--- config.mk ---
export PLATFORM = sky130hd
export DESIGN_NAME = sha2_pad
export DESIGN_NICKNAME = d
export VERILOG_FILES = /design/src/rtl/sha2_pad.sv
export SDC_FILE = /design/constraint.sdc
export NUM_CORES = 2
export LEC_CHECK = 0
export ABC_AREA = 0
export BUFFER_PORTS_ARGS = -buffer_cell sky130_fd_sc_hd__buf_2
export CORE_AREA = 3 3 438 440
export CTS_CLUSTER_SIZE = 14
export DETAILED_ROUTE_END_ITERATION = 10
export DIE_AREA = 0 0 441 443
export SETUP_SLACK_MARGIN = 0.15
export SLEW_MARGIN = 20
export SYNTH_ARGS = -nofsm -noshare
export SYNTH_HDL_FRONTEND = slang
export SYNTH_SLANG_ARGS = --single-unit
--- constraint.sdc ---
create_clock -name aclk -period 9 [get_ports aclk]
set_input_delay 1.8 -clock aclk [delete_from_list [all_inputs] [get_ports aclk]]
set_output_delay 1.8 -clock aclk [all_outputs]
set_load 0.05 [all_outputs]
--- src/rtl/sha2_pad.sv ---
// SHA-256 message padder: turns a byte-masked AXI-Stream message into complete
// padded 512-bit blocks (0x80, zero fill, 64-bit big-endian bit length).
module sha2_pad #(
    parameter int unsigned LEN_W = 64,
    parameter int unsigned CNT_W = 32
) (
    input  logic             aclk,
    input  logic             areset,
    input  logic [511:0]     s_axis_tdata,
    input  logic [63:0]      s_axis_tkeep,
    input  logic             s_axis_tvalid,
    input  logic             s_axis_tlast,
    output logic             s_axis_tready,
    output logic [511:0]     m_axis_tdata,
    output logic             m_axis_tvalid,
    output logic             m_axis_tlast,
    input  logic             m_axis_tready,
    output logic             err_keep,
    output logic [CNT_W-1:0] msg_count
);
    typedef enum logic [0:0] {StPass, StExtra} state_e;

    state_e           state_q, state_d;
    logic [LEN_W-4:0] len_q, len_d, len_sum;
    logic [LEN_W-1:0] len_bits, pend_len_q, pend_len_d;
    logic             pend_lead_q, pend_lead_d;
    logic [511:0]     data_q, data_d, last_blk, extra_blk;
    logic             vld_q, vld_d, last_q, last_d, err_q, err_d;
    logic [CNT_W-1:0] cnt_q, cnt_d;
    logic [6:0]       n_bytes;
    logic [63:0]      keep_inc;
    logic             out_free, accept, illegal;

    assign out_free      = !vld_q || m_axis_tready;
    assign s_axis_tready = (state_q == StPass) && out_free && !areset;
    assign accept        = s_axis_tvalid && s_axis_tready;

    // A legal last-beat mask is 0..01..1, so adding one never overlaps it.
    assign keep_inc = s_axis_tkeep + 64'd1;
    assign illegal  = s_axis_tlast ? |(keep_inc & s_axis_tkeep) : (s_axis_tkeep != '1);

    always_comb begin
        n_bytes = '0;
        for (int i = 0; i < 64; i++) begin
            n_bytes = n_bytes + 7'(s_axis_tkeep[i]);
        end
    end

    assign len_sum  = len_q + (LEN_W-3)'(n_bytes);
    assign len_bits = {len_sum, 3'b000};

    always_comb begin
        last_blk = '0;
        for (int i = 0; i < 64; i++) begin
            if (7'(i) < n_bytes) begin
                last_blk[8*i +: 8] = s_axis_tdata[8*i +: 8];
            end else if (7'(i) == n_bytes) begin
                last_blk[8*i +: 8] = 8'h80;
            end
        end
        if (n_bytes <= 7'd55) begin
            for (int j = 0; j < 8; j++) begin
                last_blk[8*(56+j) +: 8] = len_bits[8*(7-j) +: 8];
            end
        end
    end

    always_comb begin
        extra_blk        = '0;
        extra_blk[7:0]   = pend_lead_q ? 8'h80 : 8'h00;
        for (int j = 0; j < 8; j++) begin
            extra_blk[8*(56+j) +: 8] = pend_len_q[8*(7-j) +: 8];
        end
    end

    always_comb begin
        state_d     = state_q;
        len_d       = len_q;
        pend_len_d  = pend_len_q;
        pend_lead_d = pend_lead_q;
        data_d      = data_q;
        last_d      = last_q;
        vld_d       = vld_q && !m_axis_tready;
        err_d       = 1'b0;
        cnt_d       = cnt_q + CNT_W'(vld_q && m_axis_tready && last_q);
        if (out_free) begin
            if (state_q == StExtra) begin
                data_d  = extra_blk;
                last_d  = 1'b1;
                vld_d   = 1'b1;
                state_d = StPass;
            end else if (accept) begin
                vld_d = 1'b1;
                err_d = illegal;
                if (!s_axis_tlast) begin
                    data_d = s_axis_tdata;
                    last_d = 1'b0;
                    len_d  = len_sum;
                end else begin
                    data_d = last_blk;
                    len_d  = '0;
                    if (n_bytes <= 7'd55) begin
                        last_d = 1'b1;
                    end else begin
                        // Length does not fit: it goes out in a trailing block.
                        last_d      = 1'b0;
                        state_d     = StExtra;
                        pend_len_d  = len_bits;
                        pend_lead_d = (n_bytes == 7'd64);
                    end
                end
            end
        end
    end

    always_ff @(posedge aclk) begin
        if (areset) begin
            state_q     <= StPass;
            len_q       <= '0;
            pend_len_q  <= '0;
            pend_lead_q <= 1'b0;
            data_q      <= '0;
            last_q      <= 1'b0;
            vld_q       <= 1'b0;
            err_q       <= 1'b0;
            cnt_q       <= '0;
        end else begin
            state_q     <= state_d;
            len_q       <= len_d;
            pend_len_q  <= pend_len_d;
            pend_lead_q <= pend_lead_d;
            data_q      <= data_d;
            last_q      <= last_d;
            vld_q       <= vld_d;
            err_q       <= err_d;
            cnt_q       <= cnt_d;
        end
    end

    assign m_axis_tdata  = data_q;
    assign m_axis_tvalid = vld_q;
    assign m_axis_tlast  = last_q;
    assign err_keep      = err_q;
    assign msg_count     = cnt_q;
endmodule

### After elaboration in Yosys (flattened, before gate mapping)

Index checks and enable logic that the tools add are counted.
W data, S select, Z words.

| storage, ports and cells | value |
|---|---|
| bits in registers | 671 |
| bits in latches | 0 |
| memory bits (writable) | 0 |
| ROM bits | 0 |
| input bits | 581 |
| logic and storage cells | 373 |
| memories kept | 0 |

| operators by class | value |
|---|---|
| $add $sub $neg | 66 |
| multiply operators | 0 |
| divide/modulo/power cells | 0 |
| magnitude comparators | 65 |
| equal/unequal tests | 65 |
| shifts and indexed selects | 0 |
| multiplexer cells | 146 |
| bitwise operators | 5 |
| reduce and logical (&&, ||, !) cells | 17 |

Operators by type and width:

| kind | number |
|---|---|
| $mux W512 | 3 |
| $mux W8 | 129 |
| $add A7 B1 Y7 | 57 |
| $eq A6 B7 Y1 const A | 32 |
| $lt A6 B7 Y1 const A | 32 |
| $eq A5 B7 Y1 const A | 16 |
| $lt A5 B7 Y1 const A | 16 |
| $add A64 B1 Y64 const B | 1 |
| $and A64 B64 Y64 | 1 |
| $mux W64 | 1 |
| $ne A64 B64 Y1 const B | 1 |
| $reduce_or A64 Y1 | 1 |
| $add A61 B7 Y61 | 1 |
| $mux W61 | 1 |
| $eq A4 B7 Y1 const A | 8 |
| $lt A4 B7 Y1 const A | 8 |
| $add A32 B1 Y32 | 1 |
| $eq A3 B7 Y1 const A | 4 |
| $lt A3 B7 Y1 const A | 4 |
| $eq A2 B7 Y1 const A | 2 |
| $lt A1 B7 Y1 const A | 2 |
| $lt A2 B7 Y1 const A | 2 |
| $mux W1 | 12 |
| $add A6 B1 Y7 | 1 |
| other kinds (18) | 28 |

### Longest topological paths before layout

| depth | value |
|---|---|
| depth in word-level cells | 70 |
| mapped depth | 32 |
| depth with buffers taken out | 29 |

### Worst setup path after synthesis

OpenSTA, ideal clock, no wires.

| path | value |
|---|---|
| path kind | input port to flip-flop |
| from | input port s_axis_tkeep[0] |
| to | register data_q[451], in the netlist m_axis_tdata[451] |
| library setup time | 0.130 ns |
| arrival time | 9.543 ns |
| required time | 8.870 ns |
| path slack | -0.673 ns |
| stages on the path | 29 |
| path buffers | 3 |
| path through | inv_1 > fa_1 > inv_1 > fa_1 > fa_1 > fa_1 > fa_1 > fa_1 > fa_1 > inv_1 > fa_1 > inv_1 > fa_1 > nand3_1 > nand3_1 > nand2_1 > inv_2 > buf_2 > buf_2 > ha_1 > nand2_1 > a211oi_1 > o21ai_1 > or3_1 > buf_2 > nor4_4 > xor2_1 > a221oi_1 > nor3_2 |

| between the ends | value |
|---|---|
| longest elaborated chain between the ends | 69 |
| elaborated cells on any way between the ends | 71 |

Ends and longest elaborated chain:

| what | line | RTL |
|---|---|---|
| start: declaration | 10 | `input logic [63:0] s_axis_tkeep,` |
| $add A1 B1 Y2 * | 45 | `n_bytes = n_bytes + 7'(s_axis_tkeep[i]);` |
| $add A2 B1 Y3 * | 45 |  |
| $add A3 B1 Y4 * | 45 |  |
| $add A4 B1 Y5 * | 45 |  |
| $add A5 B1 Y6 * | 45 |  |
| $add A6 B1 Y7 * | 45 |  |
| $add A7 B1 Y7 * (57 in series) | 45 |  |
| parallel branches: the longest is 2 deep, another holds $add A61 B7 Y61 | -- |  |
| $mux W64 * | 61 | `if (n_bytes <= 7'd55) begin` |
| $mux W512 * | 95 | `if (!s_axis_tlast) begin` |
| $mux W512 * | 92 | `end else if (accept) begin` |
| $mux W512 * | 87 | `if (state_q == StExtra) begin` |
| end signal: assignment | 132 | `data_q <= data_d;` |
| end: declaration | 27 | `logic [511:0] data_q, data_d, last_blk, extra_blk;` |

Mark *: on every way between the ends. The select of a mux whose other input is x is not followed.
A chain may end at the register's enable or synchronous reset.

### Worst setup path in the final report

| path | value |
|---|---|
| from | input port s_axis_tkeep[15] |
| to | register data_q[474], in the netlist m_axis_tdata[474] |

| between the ends | value |
|---|---|
| longest elaborated chain between the ends | 55 |
| elaborated cells on any way between the ends | 57 |

Ends and longest elaborated chain:

| what | line |
|---|---|
| $add A7 B1 Y7 * (49 in series) | 45 |
| parallel branches: the longest is 2 deep, another holds $add A61 B7 Y61 | -- |
| $mux W64 * | 61 |
| $mux W512 * | 95 |
| $mux W512 * | 92 |
| $mux W512 * | 87 |

Marks and branches as above.

==> out/metrics.sh <==
RUN_STATUS='finished, final reports clean'
MOST_USED_CELL_CP='sky130_fd_sc_hd__fa_2'
ENDPOINT_KIND='flip-flop'
SYNTH-ASYNC-RESET-RATIO=0
MULTI_INPUT_AREA_MM2=0.01517
NETLIST_AREA_MM2=0.02914
DRC_MARKERS=0
GRT_OVERFLOW_TOTAL=0
DRT.ANTENNA.VIOLATING_NETS=0
YS.FLOP_TYPE='sky130_fd_sc_hd__dfxtp_1'
TOTAL_ROUTED_LENGTH_UM=219700
SETUP_TOTAL_NEGATIVE_SLACK_NS=0
TRITONCTS_BUFFERS=86
FINCLKSKEW_NS=0.02134
CTS-ROOT-TO-SINK-BUFFERS=3
FINAL.HOLD.WORST_SLACK_NS=0.4464
NUM_VIAS=33573
DETAIL_ROUTE.ITER0.VIOLATIONS=3201
CLOCK_TREE.HTREE_LEVEL_COUNT=3
WORST-ENDPOINT-ARRIVAL_NS=9.42
PLACE.PORT_BUFFERS=1128
ROUTED_WIRE_LENGTH_PER_INSTANCE_UM=30.01
FILL_CELLS=20716
TRACK_USAGE=0.2156
PERIOD_MINUS_SLACK_NS=8.826
FLOORPLAN.CORE_AREA_MM2=0.1880
CTS.SINK_COUNT=671
CRITICAL_PATH_PEAK_FANOUT=7
SYNTH_AREA_LEADER_CELL='sky130_fd_sc_hd__dfxtp_1'
DIEAREA_MM2=0.1954
WORST_PATH_LARGEST_CELL_DELAY_NS=0.63
FMAX_MHz=113.3
CTSROOTBUFFERMASTER='sky130_fd_sc_hd__clkbuf_16'
SYNTH-WARNING-COUNT=0
FINAL-SETUP-VIOL-COUNT=0
WORSTHOLDPATHTYPE='reg -> reg'
INSTANCE_COUNT_OF_THE_MAPPED_NETLIST=3292
AREA_GROWTH_PCT=51.66
LIBRARY_CELL_CONTRIBUTING_THE_LARGEST_SINGLE_DELAY_ON_THE_CRITICAL_PATH='sky130_fd_sc_hd__fa_2'
REGISTER_BIT_COUNT_REPORTED_BY_YOSYS=671
WORST_SKEW_PAIR.LATE_LATENCY_NS=0.71
FINAL_NETS=5327
FINAL_UTIL=0.2351
GRT_ANTENNA_BEFORE_REPAIR=235
FIN_CELLS=7323
MAX-CAP-VIOLATIONS=0
DRT_PRE_ANTENNA_ITERS=6
DIE_HEIGHT_UM=443
POST_ROUTE_CELLS_DRIVE_ABOVE_1_SHARE=0.3874
TIMING_WORST_SETUP_PATH_TYPE='in -> reg'
VIASPERCELL=4.585
MAXSLEWHEADROOM=0.3006
HOLD_VIOLATIONS=0
GRT_SETUP_UNREPAIRED='yes'
WIRE_LENGTH_OF_THE_FIRST_GLOBAL_ROUTING_PASS_UM=288000
FP.DIEW_UM=441
MAPPEDNETLISTNETS=3954
HPWL_UM=181100
POST_CTS_HOLD_BUFFER_COUNT=0
ROWS=159
CTS.REPORTEDPATHS.CLKPINSLEW_NS=0.06
SYNTH_ENABLE_FLOP_CELLS=0
POST_SYNTH_MAIN_AREA_CONTRIBUTORS='sky130_fd_sc_hd__dfxtp_1 46%, sky130_fd_sc_hd__a22oi_1 9.4%, sky130_fd_sc_hd__nor2_1 7.8%'
SYN-MEAN-INSTANCE-AREA_UM2=8.853
FIRST_GLOBAL_VIAS=31746
IOPINCOUNT=1129
SYNTH_TOP_CELL_AREA_SHARE=0.4609
SEQUENTIAL_CELL_AREA_MM2=0.01343
SYNTH-SEQ-AREA-SHARE=0.4609
POST_SYNTH_NUM_CELL_TYPES=87
ROUTABILITY_CONGESTION_ESTIMATE=0.9794
REQUIRED_NS=9.59
CRIT_PATH_START_KIND='primary input'
MAXIMUM_NUMBER_OF_PINS_ON_ONE_NET_BEFORE_GLOBAL_ROUTE_REPAIR=158
FINALMAXSLEWVIOLATIONS=0
DP.CELLS=7052
CTS_TREE='built'
POST-ROUTE-PERIOD-UTIL=0.9807
INITIAL_UTILIZATION=0.1550
TIGHTEST_SLEW_NS=1.048
metal layers:
metal / up-vias / global-route usage / part of all wire / wire [um]
li1: 14770 / - / - / -
met1: 16432 / 0.2410 / 0.36 / 79520
met2: 1738 / 0.3526 / 0.48 / 104500
met3: 553 / 0.07225 / 0.095 / 20840
met4: 80 / 0.1310 / 0.065 / 14350
met5: - / 0 / 0.0023 / 510
layout by cell type (no fill, tap or decap), types with 13 or more instances in the layout:
| cell | synthesis | routed |
|---|---|---|
| sky130_fd_sc_hd__o21a_1 | 14 | 14 |
| sky130_fd_sc_hd__fa_2 | 0 | 16 |
| sky130_fd_sc_hd__diode_2 | 0 | 97 |
| sky130_fd_sc_hd__o21ai_0 | 139 | 134 |
| sky130_fd_sc_hd__inv_1 | 94 | 85 |
| sky130_fd_sc_hd__buf_4 | 9 | 335 |
| sky130_fd_sc_hd__xnor2_1 | 48 | 36 |
| sky130_fd_sc_hd__buf_2 | 33 | 1125 |
| sky130_fd_sc_hd__nand2_1 | 196 | 191 |
| sky130_fd_sc_hd__buf_12 | 0 | 42 |
| sky130_fd_sc_hd__clkbuf_16 | 0 | 88 |
| sky130_fd_sc_hd__clkinv_2 | 0 | 16 |
| sky130_fd_sc_hd__nand4_1 | 42 | 42 |
| sky130_fd_sc_hd__a221oi_1 | 31 | 23 |
| sky130_fd_sc_hd__or3_1 | 24 | 23 |
| sky130_fd_sc_hd__a211oi_1 | 51 | 46 |
| sky130_fd_sc_hd__nor2_1 | 606 | 592 |
| sky130_fd_sc_hd__a21oi_1 | 126 | 123 |
| sky130_fd_sc_hd__and3_1 | 29 | 26 |
| sky130_fd_sc_hd__fa_1 | 55 | 39 |
| sky130_fd_sc_hd__clkbuf_1 | 174 | 18 |
| sky130_fd_sc_hd__a21oi_2 | 11 | 14 |
| sky130_fd_sc_hd__nor3_1 | 85 | 78 |
| sky130_fd_sc_hd__a22oi_1 | 364 | 363 |
| sky130_fd_sc_hd__nand3_1 | 80 | 75 |
| sky130_fd_sc_hd__o21ai_1 | 27 | 28 |
| sky130_fd_sc_hd__inv_2 | 6 | 13 |
| sky130_fd_sc_hd__xor2_1 | 32 | 25 |
| sky130_fd_sc_hd__clkbuf_8 | 0 | 14 |
| sky130_fd_sc_hd__a22o_1 | 75 | 75 |
| sky130_fd_sc_hd__ha_1 | 26 | 19 |
| sky130_fd_sc_hd__dfxtp_1 | 671 | 670 |
| sky130_fd_sc_hd__a32oi_1 | 13 | 13 |
sequential cells by signal, summed over array words and instances, names as in the netlist:
| signal | cells |
|---|---|
| err_keep | 1 |
| len_q | 61 |
| m_axis_tdata | 512 |
| m_axis_tlast | 1 |
| m_axis_tvalid | 1 |
| msg_count | 32 |
| pend_lead_q | 1 |
| pend_len_q | 61 |
| state_q | 1 |
metrics by stage:
step                setup WS, ns  instance area, um2
floorplan                -0.1274               29480
global placement         -0.8066               40610
detailed placement       -0.7699               40610
CTS                       0.1503               43530
global route             0.02978               44080
finish                    0.1740               44200
worst max-delay path: cells and delay by family:
kind | cells | cell delay (ns)
fa+ha+maj | 11 | 4.98
compound gates | 5 | 1.09
buf+inv | 8 | 0.76
simple gates | 5 | 0.51
xor+xnor | 1 | 0.28
worst paths after layout:
path | startpoint | end | slack (ns) | cells after the start
setup reg to reg | m_axis_tvalid$_SDFF_PP0_ | m_axis_tdata[509]$_SDFFE_PP0P_ | 5.29 | 8
setup / recovery | s_axis_tkeep[15] | m_axis_tdata[474]$_SDFFE_PP0P_ | 0.17 | 30
hold / removal | m_axis_tdata[351]$_SDFFE_PP0P_ | m_axis_tdata[351]$_SDFFE_PP0P_ | 0.45 | 2
hold reg to reg | m_axis_tdata[351]$_SDFFE_PP0P_ | m_axis_tdata[351]$_SDFFE_PP0P_ | 0.45 | 2
final cells by class:
type | instances | area share
multi-input combinational | 2299 | 0.3433
sequential | 671 | 0.3039
timing repair buffer | 1506 | 0.2045
tap | 2495 | 0.07063
clock buffer | 120 | 0.05571
inverter | 101 | 0.008747
clock inverter | 34 | 0.007699
antenna | 97 | 0.005492
repair_timing:
action,4_1_cts,5_1_grt
gates cloned,0,0
resized for setup,15,68
setup buffers,7,13
setup endpoints to repair,48,109
pin swaps,28,64
endpoints found under the hold margin,0,0
logic make-up after synthesis:
family | after synthesis | share of synthesized area
and+or+nand+nor | 1149 | 0.1770
AOI/OAI and AO/OA | 977 | 0.2407
DFF | 671 | 0.4609
buffers and inverters | 322 | 0.04405
xor gates and xnor gates | 81 | 0.02460
adders and majority gates | 81 | 0.04894
muxes | 11 | 0.003864
Yosys cell counts (10+ instances only):
master,n
sky130_fd_sc_hd__a211oi_1,51
sky130_fd_sc_hd__a21oi_1,126
sky130_fd_sc_hd__a21oi_2,11
sky130_fd_sc_hd__a221oi_1,31
sky130_fd_sc_hd__a22o_1,75
sky130_fd_sc_hd__a22oi_1,364
sky130_fd_sc_hd__a31oi_1,10
sky130_fd_sc_hd__a32o_1,11
sky130_fd_sc_hd__a32oi_1,13
sky130_fd_sc_hd__and3_1,29
sky130_fd_sc_hd__buf_2,33
sky130_fd_sc_hd__clkbuf_1,174
sky130_fd_sc_hd__dfxtp_1,671
sky130_fd_sc_hd__fa_1,55
sky130_fd_sc_hd__ha_1,26
sky130_fd_sc_hd__inv_1,94
sky130_fd_sc_hd__nand2_1,196
sky130_fd_sc_hd__nand3_1,80
sky130_fd_sc_hd__nand4_1,42
sky130_fd_sc_hd__nor2_1,606
sky130_fd_sc_hd__nor3_1,85
sky130_fd_sc_hd__nor4_1,11
sky130_fd_sc_hd__o21a_1,14
sky130_fd_sc_hd__o21ai_0,139
sky130_fd_sc_hd__o21ai_1,27
sky130_fd_sc_hd__o31ai_1,11
sky130_fd_sc_hd__or3_1,24
sky130_fd_sc_hd__xnor2_1,48
sky130_fd_sc_hd__xor2_1,32
Power is not shown: default switching activity piles up to over one toggle a cycle in this logic, so the estimate is an artifact.
